$ cat config.mk
export PLATFORM = sky130hd
export DESIGN_NAME = aes_sbox_sched
export DESIGN_NICKNAME = d
export VERILOG_FILES = /design/src/rtl/aes_sbox_sched_pkg.sv /design/src/rtl/aes_sbox_sched_tagpipe.sv /design/src/rtl/aes_sbox_sched.sv
export SDC_FILE = /design/constraint.sdc
export NUM_CORES = 1
export LEC_CHECK = 0
export ABC_AREA = 1
export BUFFER_PORTS_ARGS = -buffer_cell sky130_fd_sc_hd__buf_4
export CAP_MARGIN = 30
export CORE_MARGIN = 3
export CORE_UTILIZATION = 50
export DETAILED_ROUTE_END_ITERATION = 8
export HOLD_SLACK_MARGIN = 0.05
export PLACE_DENSITY = 0.82
export SLEW_MARGIN = 20
export SYNTH_ARGS = -nofsm -noshare
export SYNTH_HDL_FRONTEND = slang
export SYNTH_SLANG_ARGS = --single-unit
$ cat constraint.sdc
create_clock -name ClkxCI -period 11.03 [get_ports ClkxCI]
set_clock_uncertainty 0.15 [all_clocks]
set_input_delay 0.5515 -clock ClkxCI [delete_from_list [all_inputs] [get_ports ClkxCI]]
set_output_delay 0.5515 -clock ClkxCI [all_outputs]
set_load 0.005 [all_outputs]
$ cat src/rtl/aes_sbox_sched_pkg.sv
// rtl/aes_sbox_sched_pkg.sv - shared types and constants for the masked S-box byte scheduler
package aes_sbox_sched_pkg;

  localparam int DEFAULT_LATENCY = 4;

  typedef enum logic [1:0] {
    IDLE  = 2'd0,
    ISSUE = 2'd1,
    DRAIN = 2'd2,
    DONE  = 2'd3
  } state_t;

endpackage

$ cat src/rtl/aes_sbox_sched_tagpipe.sv
// rtl/aes_sbox_sched_tagpipe.sv - valid/tag delay line matching the S-box pipeline depth
module sbox_sched_tagpipe #(
  parameter int DEPTH = 4,
  parameter int TAG_W = 4
) (
  input  logic             clk,
  input  logic             rst,
  input  logic             in_valid,
  input  logic [TAG_W-1:0] in_tag,
  output logic             out_valid,
  output logic [TAG_W-1:0] out_tag
);

  logic [DEPTH-1:0] valid_q;
  logic [TAG_W-1:0] tag_q [DEPTH];

  // Only the valids are cleared; a tag is meaningless without its valid.
  always_ff @(posedge clk) begin
    if (rst) begin
      valid_q <= '0;
    end else begin
      valid_q[0] <= in_valid;
      for (int i = 1; i < DEPTH; i++) begin
        valid_q[i] <= valid_q[i-1];
      end
    end
  end

  always_ff @(posedge clk) begin
    tag_q[0] <= in_tag;
    for (int i = 1; i < DEPTH; i++) begin
      tag_q[i] <= tag_q[i-1];
    end
  end

  assign out_valid = valid_q[DEPTH-1];
  assign out_tag   = tag_q[DEPTH-1];

endmodule

$ cat src/rtl/aes_sbox_sched.sv
// rtl/aes_sbox_sched.sv - feeds one shared block byte-by-byte through a pipelined masked S-box
// Optional feature: define AES_SBOX_SCHED_ZEROIZE_EN to wipe buffers after delivery and zero idle S-box input.
module aes_sbox_sched
  import aes_sbox_sched_pkg::*;
#(
  parameter int SHARES  = 2,
  parameter int N_BYTES = 16,
  parameter int LATENCY = DEFAULT_LATENCY
) (
  input  logic                        ClkxCI,
  input  logic                        RstxRI,
  input  logic                        InValidxSI,
  output logic                        InReadyxSO,
  input  logic [8*SHARES*N_BYTES-1:0] InDataxDI,
  output logic                        OutValidxSO,
  input  logic                        OutReadyxSI,
  output logic [8*SHARES*N_BYTES-1:0] OutDataxDO,
  input  logic                        RndValidxSI,
  output logic                        RndTakexSO,
  output logic [8*SHARES-1:0]         SboxXxDO,
  input  logic [8*SHARES-1:0]         SboxQxDI,
  output logic                        BusyxSO
);

  localparam int BW = 8 * SHARES;
  localparam int TW = $clog2(N_BYTES);
  localparam int CW = TW + 1;
  localparam logic [CW-1:0] N_LAST = CW'(N_BYTES - 1);
  localparam logic [CW-1:0] N_FULL = CW'(N_BYTES);

  state_t          state_q, state_d;
  logic [CW-1:0]   issue_cnt, collect_cnt;
  logic [TW-1:0]   issue_idx;
  logic [BW-1:0]   in_buf  [N_BYTES];
  logic [BW-1:0]   out_buf [N_BYTES];
  logic            accept, issue_fire, done_hs;
  logic            pipe_valid;
  logic [TW-1:0]   pipe_tag;
  logic [CW-1:0]   collect_next;

  assign issue_idx    = issue_cnt[TW-1:0];
  assign collect_next = collect_cnt + CW'(pipe_valid);

  always_ff @(posedge ClkxCI) begin
    if (RstxRI) state_q <= IDLE;
    else        state_q <= state_d;
  end

  always_comb begin
    state_d     = state_q;
    InReadyxSO  = 1'b0;
    OutValidxSO = 1'b0;
    RndTakexSO  = 1'b0;
    accept      = 1'b0;
    issue_fire  = 1'b0;
    done_hs     = 1'b0;
    case (state_q)
      IDLE: begin
        InReadyxSO = 1'b1;
        if (InValidxSI) begin
          accept  = 1'b1;
          state_d = ISSUE;
        end
      end
      ISSUE: begin
        // Without a fresh randomness set the slot becomes a bubble in the delay line.
        if (RndValidxSI) begin
          issue_fire = 1'b1;
          RndTakexSO = 1'b1;
          if (issue_cnt == N_LAST) state_d = DRAIN;
        end
      end
      DRAIN: begin
        if (collect_next == N_FULL) state_d = DONE;
      end
      DONE: begin
        OutValidxSO = 1'b1;
        if (OutReadyxSI) begin
          done_hs = 1'b1;
          state_d = IDLE;
        end
      end
      default: state_d = IDLE;
    endcase
  end

  assign BusyxSO = (state_q != IDLE);

  sbox_sched_tagpipe #(
    .DEPTH (LATENCY),
    .TAG_W (TW)
  ) u_tagpipe (
    .clk       (ClkxCI),
    .rst       (RstxRI),
    .in_valid  (issue_fire),
    .in_tag    (issue_idx),
    .out_valid (pipe_valid),
    .out_tag   (pipe_tag)
  );

  always_ff @(posedge ClkxCI) begin
    if (RstxRI) begin
      issue_cnt   <= '0;
      collect_cnt <= '0;
      for (int b = 0; b < N_BYTES; b++) begin
        in_buf[b]  <= '0;
        out_buf[b] <= '0;
      end
    end else begin
      if (accept) begin
        issue_cnt   <= '0;
        collect_cnt <= '0;
        for (int b = 0; b < N_BYTES; b++) begin
          in_buf[b] <= InDataxDI[b*BW +: BW];
        end
      end
      if (issue_fire && issue_cnt < N_FULL) issue_cnt <= issue_cnt + 1'b1;
      // The tag pipe delivers each result at exactly LATENCY cycles after issue.
      if (pipe_valid) begin
        out_buf[pipe_tag] <= SboxQxDI;
        if (collect_cnt < N_FULL) collect_cnt <= collect_cnt + 1'b1;
      end
`ifdef AES_SBOX_SCHED_ZEROIZE_EN
      if (done_hs) begin
        for (int b = 0; b < N_BYTES; b++) begin
          in_buf[b]  <= '0;
          out_buf[b] <= '0;
        end
      end
`endif
    end
  end

`ifdef AES_SBOX_SCHED_ZEROIZE_EN
  assign SboxXxDO = issue_fire ? in_buf[issue_idx] : '0;
`else
  logic [BW-1:0] sbox_hold;

  always_ff @(posedge ClkxCI) begin
    if (RstxRI)          sbox_hold <= '0;
    else if (issue_fire) sbox_hold <= in_buf[issue_idx];
  end

  assign SboxXxDO = issue_fire ? in_buf[issue_idx] : sbox_hold;
`endif

  for (genvar b = 0; b < N_BYTES; b++) begin : g_out
    assign OutDataxDO[b*BW +: BW] = out_buf[b];
  end

endmodule
After elaboration in Yosys (flattened, before gate mapping). Memory sizes are Yosys's and may differ from the RTL's. A register that Yosys moved wholly into a read port is not among the register bits. Index checks and enable logic that the tools add are counted.

Register bits: 32. Latch bits: 0. Bits in writable memories: 528. Memory bits (read-only): 0. Output and inout port bits: 276. Logic and storage cells: 92. Memories kept: 3.

Memories: in_buf (words 16, bits a word 16, read ports 1, clocked after Yosys merged registers in 1, wr ports 16, line aes_sbox_sched.sv:34) `logic [BW-1:0] in_buf [N_BYTES];`; out_buf (words 16, bits a word 16, read ports 16, clocked after Yosys merged registers in 0, wr ports 16, line aes_sbox_sched.sv:35) `logic [BW-1:0] out_buf [N_BYTES];`; u_tagpipe.tag_q (words 4, bits a word 4, read ports 4, clocked after Yosys merged registers in 0, wr ports 4, line aes_sbox_sched_tagpipe.sv:15) `logic [TAG_W-1:0] tag_q [DEPTH];`.

$add $sub $neg: 3. Multiply operators: 0. Divide/modulo/power cells: 0. Order comparisons: 2. Eq/ne operators: 10. Shifts and indexed selects: 0. Multiplexer cells: 47. Bitwise gates (word level): 16. Reduce and logical (&&, ||, !) cells: 6.

Operators with widths (count): 16-bit two-way mux (18); 5-bit two-way mux (5); 1-bit OR (16); 16-bit OR reduction (1); 1-bit two-way mux (15); 4-bit two-way mux (3); 5-bit by 1-bit adder with 5-bit output (second input constant) (2); 5-bit less-than comparator (second input constant) (2); 2-bit two-way mux (5); 2-bit inequality test (second input constant) (5); 2-bit case mux with 4 select lines (1); 5-bit by 1-bit adder with 5-bit output (1); 5-bit by 4-bit equality test with 1-bit output (second input constant) (1); 5-bit equality test (second input constant) (1); 5-bit AND reduction (1); 2-bit equality test (second input constant) (2); 2-bit nonzero test (2); 2-bit by 1-bit equality test with 1-bit output (second input constant) (1); 2-bit logical NOT (1); 1-bit logical AND (1).

Longest topological paths before layout.
Depth after elaboration: 6. Gate-level depth with buffers: 11.

Cells and area by module. From an unflattened synthesis, not the netlist that was laid out.

Cell total of the unflattened synthesis: 2209. Area, all modules: 23353.6 sq um.

By module, submodules not included: aes_sbox_sched (times used 1, cells an instance 2181, area each 22923.2 sq um, seq. area each 16015.4 sq um); sbox_sched_tagpipe (times used 1, cells an instance 28, area each 430.4 sq um, seq. area each 400.4 sq um).

Worst setup path before layout. OpenSTA, ideal clock, no wires.

Path type: reg-to-reg. From: register state_q[0]. To: register collect_cnt[3]. Library setup time: 0.198 ns. Arrival: 6.784 ns. Required time: 10.682 ns. Slack: 3.898 ns. Cell stages (with the launch flop): 6. Clock period less this slack: 7.132 ns. Path through: dfxtp_1 -> inv_1 -> ha_1 -> nand2_1 -> nand2_1 -> o32ai_1.

Cells in the longest elaborated chain, start to end: 5.

RTL lines: start, declared (line aes_sbox_sched.sv:31) `state_t state_q, state_d;`; start signal, assigned (line aes_sbox_sched.sv:46) `else state_q <= state_d;`; 2-bit logical NOT (*) (line aes_sbox_sched.sv:57) `case (state_q)`; 1-bit two-way mux (*) (line aes_sbox_sched.sv:57); 5-bit two-way mux (*) (line aes_sbox_sched.sv:110) `if (accept) begin`; 5-bit two-way mux (line aes_sbox_sched.sv:121) `if (collect_cnt < N_FULL) collect_cnt <= collect_cnt + 1'b1;`; 5-bit two-way mux (*) (line aes_sbox_sched.sv:119) `if (pipe_valid) begin`; end signal, assigned (line aes_sbox_sched.sv:121); end, declared (line aes_sbox_sched.sv:32) `logic [CW-1:0] issue_cnt, collect_cnt;`.

Mark *: on every way between the ends. The rest lies on a longest branch, timed or not. A chain may end at the register's enable or synchronous reset.

==> results.cfg <==
[worst_setup_path]
worst-setup-path-type = flip-flop to output port
r2r-end = in_buf[1][3]
path_buf_inv = 3
crit_path_end_kind = output port
crit_family = buffers and inverters
crit_path_cell_trace = buf_4 > nand2_1 > nand3_1 > nand3_1 > nand2_1 > nand2_1 > nand3_1 > nand2_1 > inv_1 > buf_4
worst_setup_path_start_kind = flip-flop
path_max_fanout = 83
slowest_delay_ns = 0.78
timing.rr.start = state_q[1]
crit_top_cell = nand2_1
r2r_slack_ns = 7.79
r2r_cells = 7
arrival_ns = 3.21
worstPathRequired_ns = 10.33
crit_slowest_cell = buf_4

[detailed_routing]
routedWlPerCell_um = 20.4
dr.pass1.iters = 5
antenna_left = 0
vias = 17824
viasPerCell = 5.32
wirelength_um = 68500
drc_errors = 0
drtIter0Drc = 2035

[final_layout]
areaGrowthSynthToFinish_pct = 26.9
drive_gt1_share_pct = 25.0
final_common_cell = buf_4
layout.nets = 2994
n_antenna_cell = 0
final_cell_mix = buf_4 (559), nor2_1 (545), edfxtp_1 (512), nand2_1 (375), inv_1 (313)
final_area_sq_mm = 0.0295

[die]
io_pins = 553
die-area_sq_mm = 0.0491
die_w_um = 222
start_util_pct = 50.9
die_height_um = 222
core_sq_mm = 0.0457
num_rows = 78

[worst_hold_path]
min-delay-start = InDataxDI[187]
hold_path_depth = 3
min_path_type = input port to flip-flop
hold-path-endpoint = in_buf[11][11]

[placement]
place_area_sq_mm = 0.0277
gp_congestion = 0.908
pre_cts_slack_ns = 7.54
dp_hpwl_um = 48200
place.port_buffers = 552

[clock_network]
insertion_delay_ns = 0.60
cts_setup_buffers = 0
cts_made_buffers = 54
cts_tree = built
postCtsHoldBufs = 0
cts_root_buffer = clkbuf_16
clk_pin_slew_ns = 0.06
post_cts_resized = 0
cts.sinks = 564
cts_htree_levels = 2
clockBufferDepth = 3

[run_status]
outcome = completed

[logic_synthesis]
syn_inst = 2206
syn-num-nets = 2492
ys_ff_latch = 564
ys_types = 24
postSynthAreaPerCell_sq_um = 10.5
synth_area_sq_mm = 0.0232
yosysSeqAreaShare_pct = 70.6
synth_warnings = 0

[power]
ir_drop_mv = 0.109
finalPower_w = 0.00541
leakagePower_nw = 13.7
power_density_mw_per_mm2 = 183

[timing]
grt_setup_unrepaired = false
timing.fmax_mhz = 256
setup_ws_ns = 7.12
slew_violations = 0
setup_viol = 0
final-hold-violation-count = 0
fin_setup_tns_ns = 0
worstMarginPinSlew_ns = 1.00
post-route-period-util_pct = 35.4
min_period_ns = 3.91
relSlewSlack_pct = 33.2
hold_ws_ns = 0.0884

[grt]
top_usage_layer = met2
use_met2_pct = 47.9
met3_usage_pct = 4.99
grt_max_degree = 175
grt_pass1_vias = 17072
grt_first_pass_wirelength_um = 102000
grt_use_total_pct = 27.0
grt-ovfl-total = 0
antenna_found_initial = 1
met1_usage_pct = 32.7

[flow_run]
maxCapViolCount = 0
[layout make-up]
type	instances	area [sq um]
Clock buffer	66	1420
Clock inverter	33	328
Fill cell	3314	16200
Inverter	316	1190
Multi-Input combinational cell	1208	5080
Sequential cell	564	16400
Tap cell	600	751
Timing Repair Buffer	564	4320
[report_power, final]
group | switching (W) | internal [W] | leakage [nW] | total (W)
clock | 0.000791 | 0.00106 | 0.860 | 0.00185
combinational | 0.000506 | 0.000298 | 7.05 | 0.000804
sequential | 0.000105 | 0.00265 | 5.78 | 0.00275
total | 0.00140 | 0.00400 | 13.7 | 0.00541
[cell usage after synthesis]
library cell | count | area share (%)
buf_6 | 10 | 0.48
inv_2 | 2 | 0.032
inv_1 | 314 | 5.1
a211oi_1 | 1 | 0.032
dfxtp_1 | 52 | 4.5
o211ai_1 | 2 | 0.065
nand2_1 | 377 | 6.1
buf_2 | 49 | 1.1
and3_1 | 1 | 0.027
or2_2 | 16 | 0.43
o32ai_1 | 1 | 0.038
o21ai_0 | 10 | 0.22
nor3_4 | 4 | 0.28
nand4_1 | 1 | 0.027
edfxtp_1 | 512 | 66
clkbuf_1 | 52 | 0.84
ha_1 | 9 | 0.48
nand2_2 | 17 | 0.46
a21oi_1 | 10 | 0.22
o22ai_1 | 1 | 0.027
buf_1 | 5 | 0.081
nand3_1 | 213 | 4.6
nor2_1 | 545 | 8.8
buf_4 | 2 | 0.065
[worst register-to-register path: cells and delay by family, from the launching register on]
kind,cells,cell delay [ns]
DFF,1,0.38
buffers and inverters,3,1.09
adders and majority gates,1,0.22
and+or+nand+nor,3,1.12
[worst max path at each step]
stage	depth (start not counted)	from	to	slack (ns)
3_3_place_gp	4	RstxRI	in_buf[2][5]	7.51
5_1_grt	10	flip-flop	SboxXxDO[8]	6.92
4_1_cts	11	flip-flop	SboxXxDO[10]	6.94
6_report	10	flip-flop	SboxXxDO[8]	7.12
3_5_place_dp	5	RstxRI	in_buf[9][2]	7.54
2_1_floorplan	5	state_q[0]	collect_cnt[3]	3.90
[registers in the layout, indices dropped and copies added (netlist names), named ones only]
| register | flops |
|---|---|
| in_buf | 256 |
| out_buf | 256 |
| sbox_hold | 16 |
| u_tagpipe.tag_q | 16 |
| collect_cnt | 5 |
| issue_cnt | 5 |
| u_tagpipe.valid_q | 4 |
| state_q | 2 |
[cells by family (layout without fill, tap and decap cells)]
kind of cell,Yosys count,after routing,synth area share (%)
fa+ha+maj,9,9,0.484
buf+inv,434,979,7.63
flops,564,564,70.6
compound gates,25,25,0.592
simple gates,1174,1174,20.7
[metal layers]
layer | wire (um) | up-vias
li1 | - | 8031
met1 | 24000 | 8413
met2 | 35200 | 1221
met3 | 6380 | 157
met4 | 2900 | 2
met5 | 13 | -
[per-stage QoR]
| step | instances | util (%) |
|---|---|---|
| after floorplan | 2206 | - |
| after global placement | 3248 | 60.5 |
| after detailed placement | 3251 | 60.7 |
| after CTS | 3350 | 64.5 |
| after global routing | 3351 | 64.6 |
| final | 3351 | 64.6 |
Note: power is estimated with default switching activity, not from simulation.
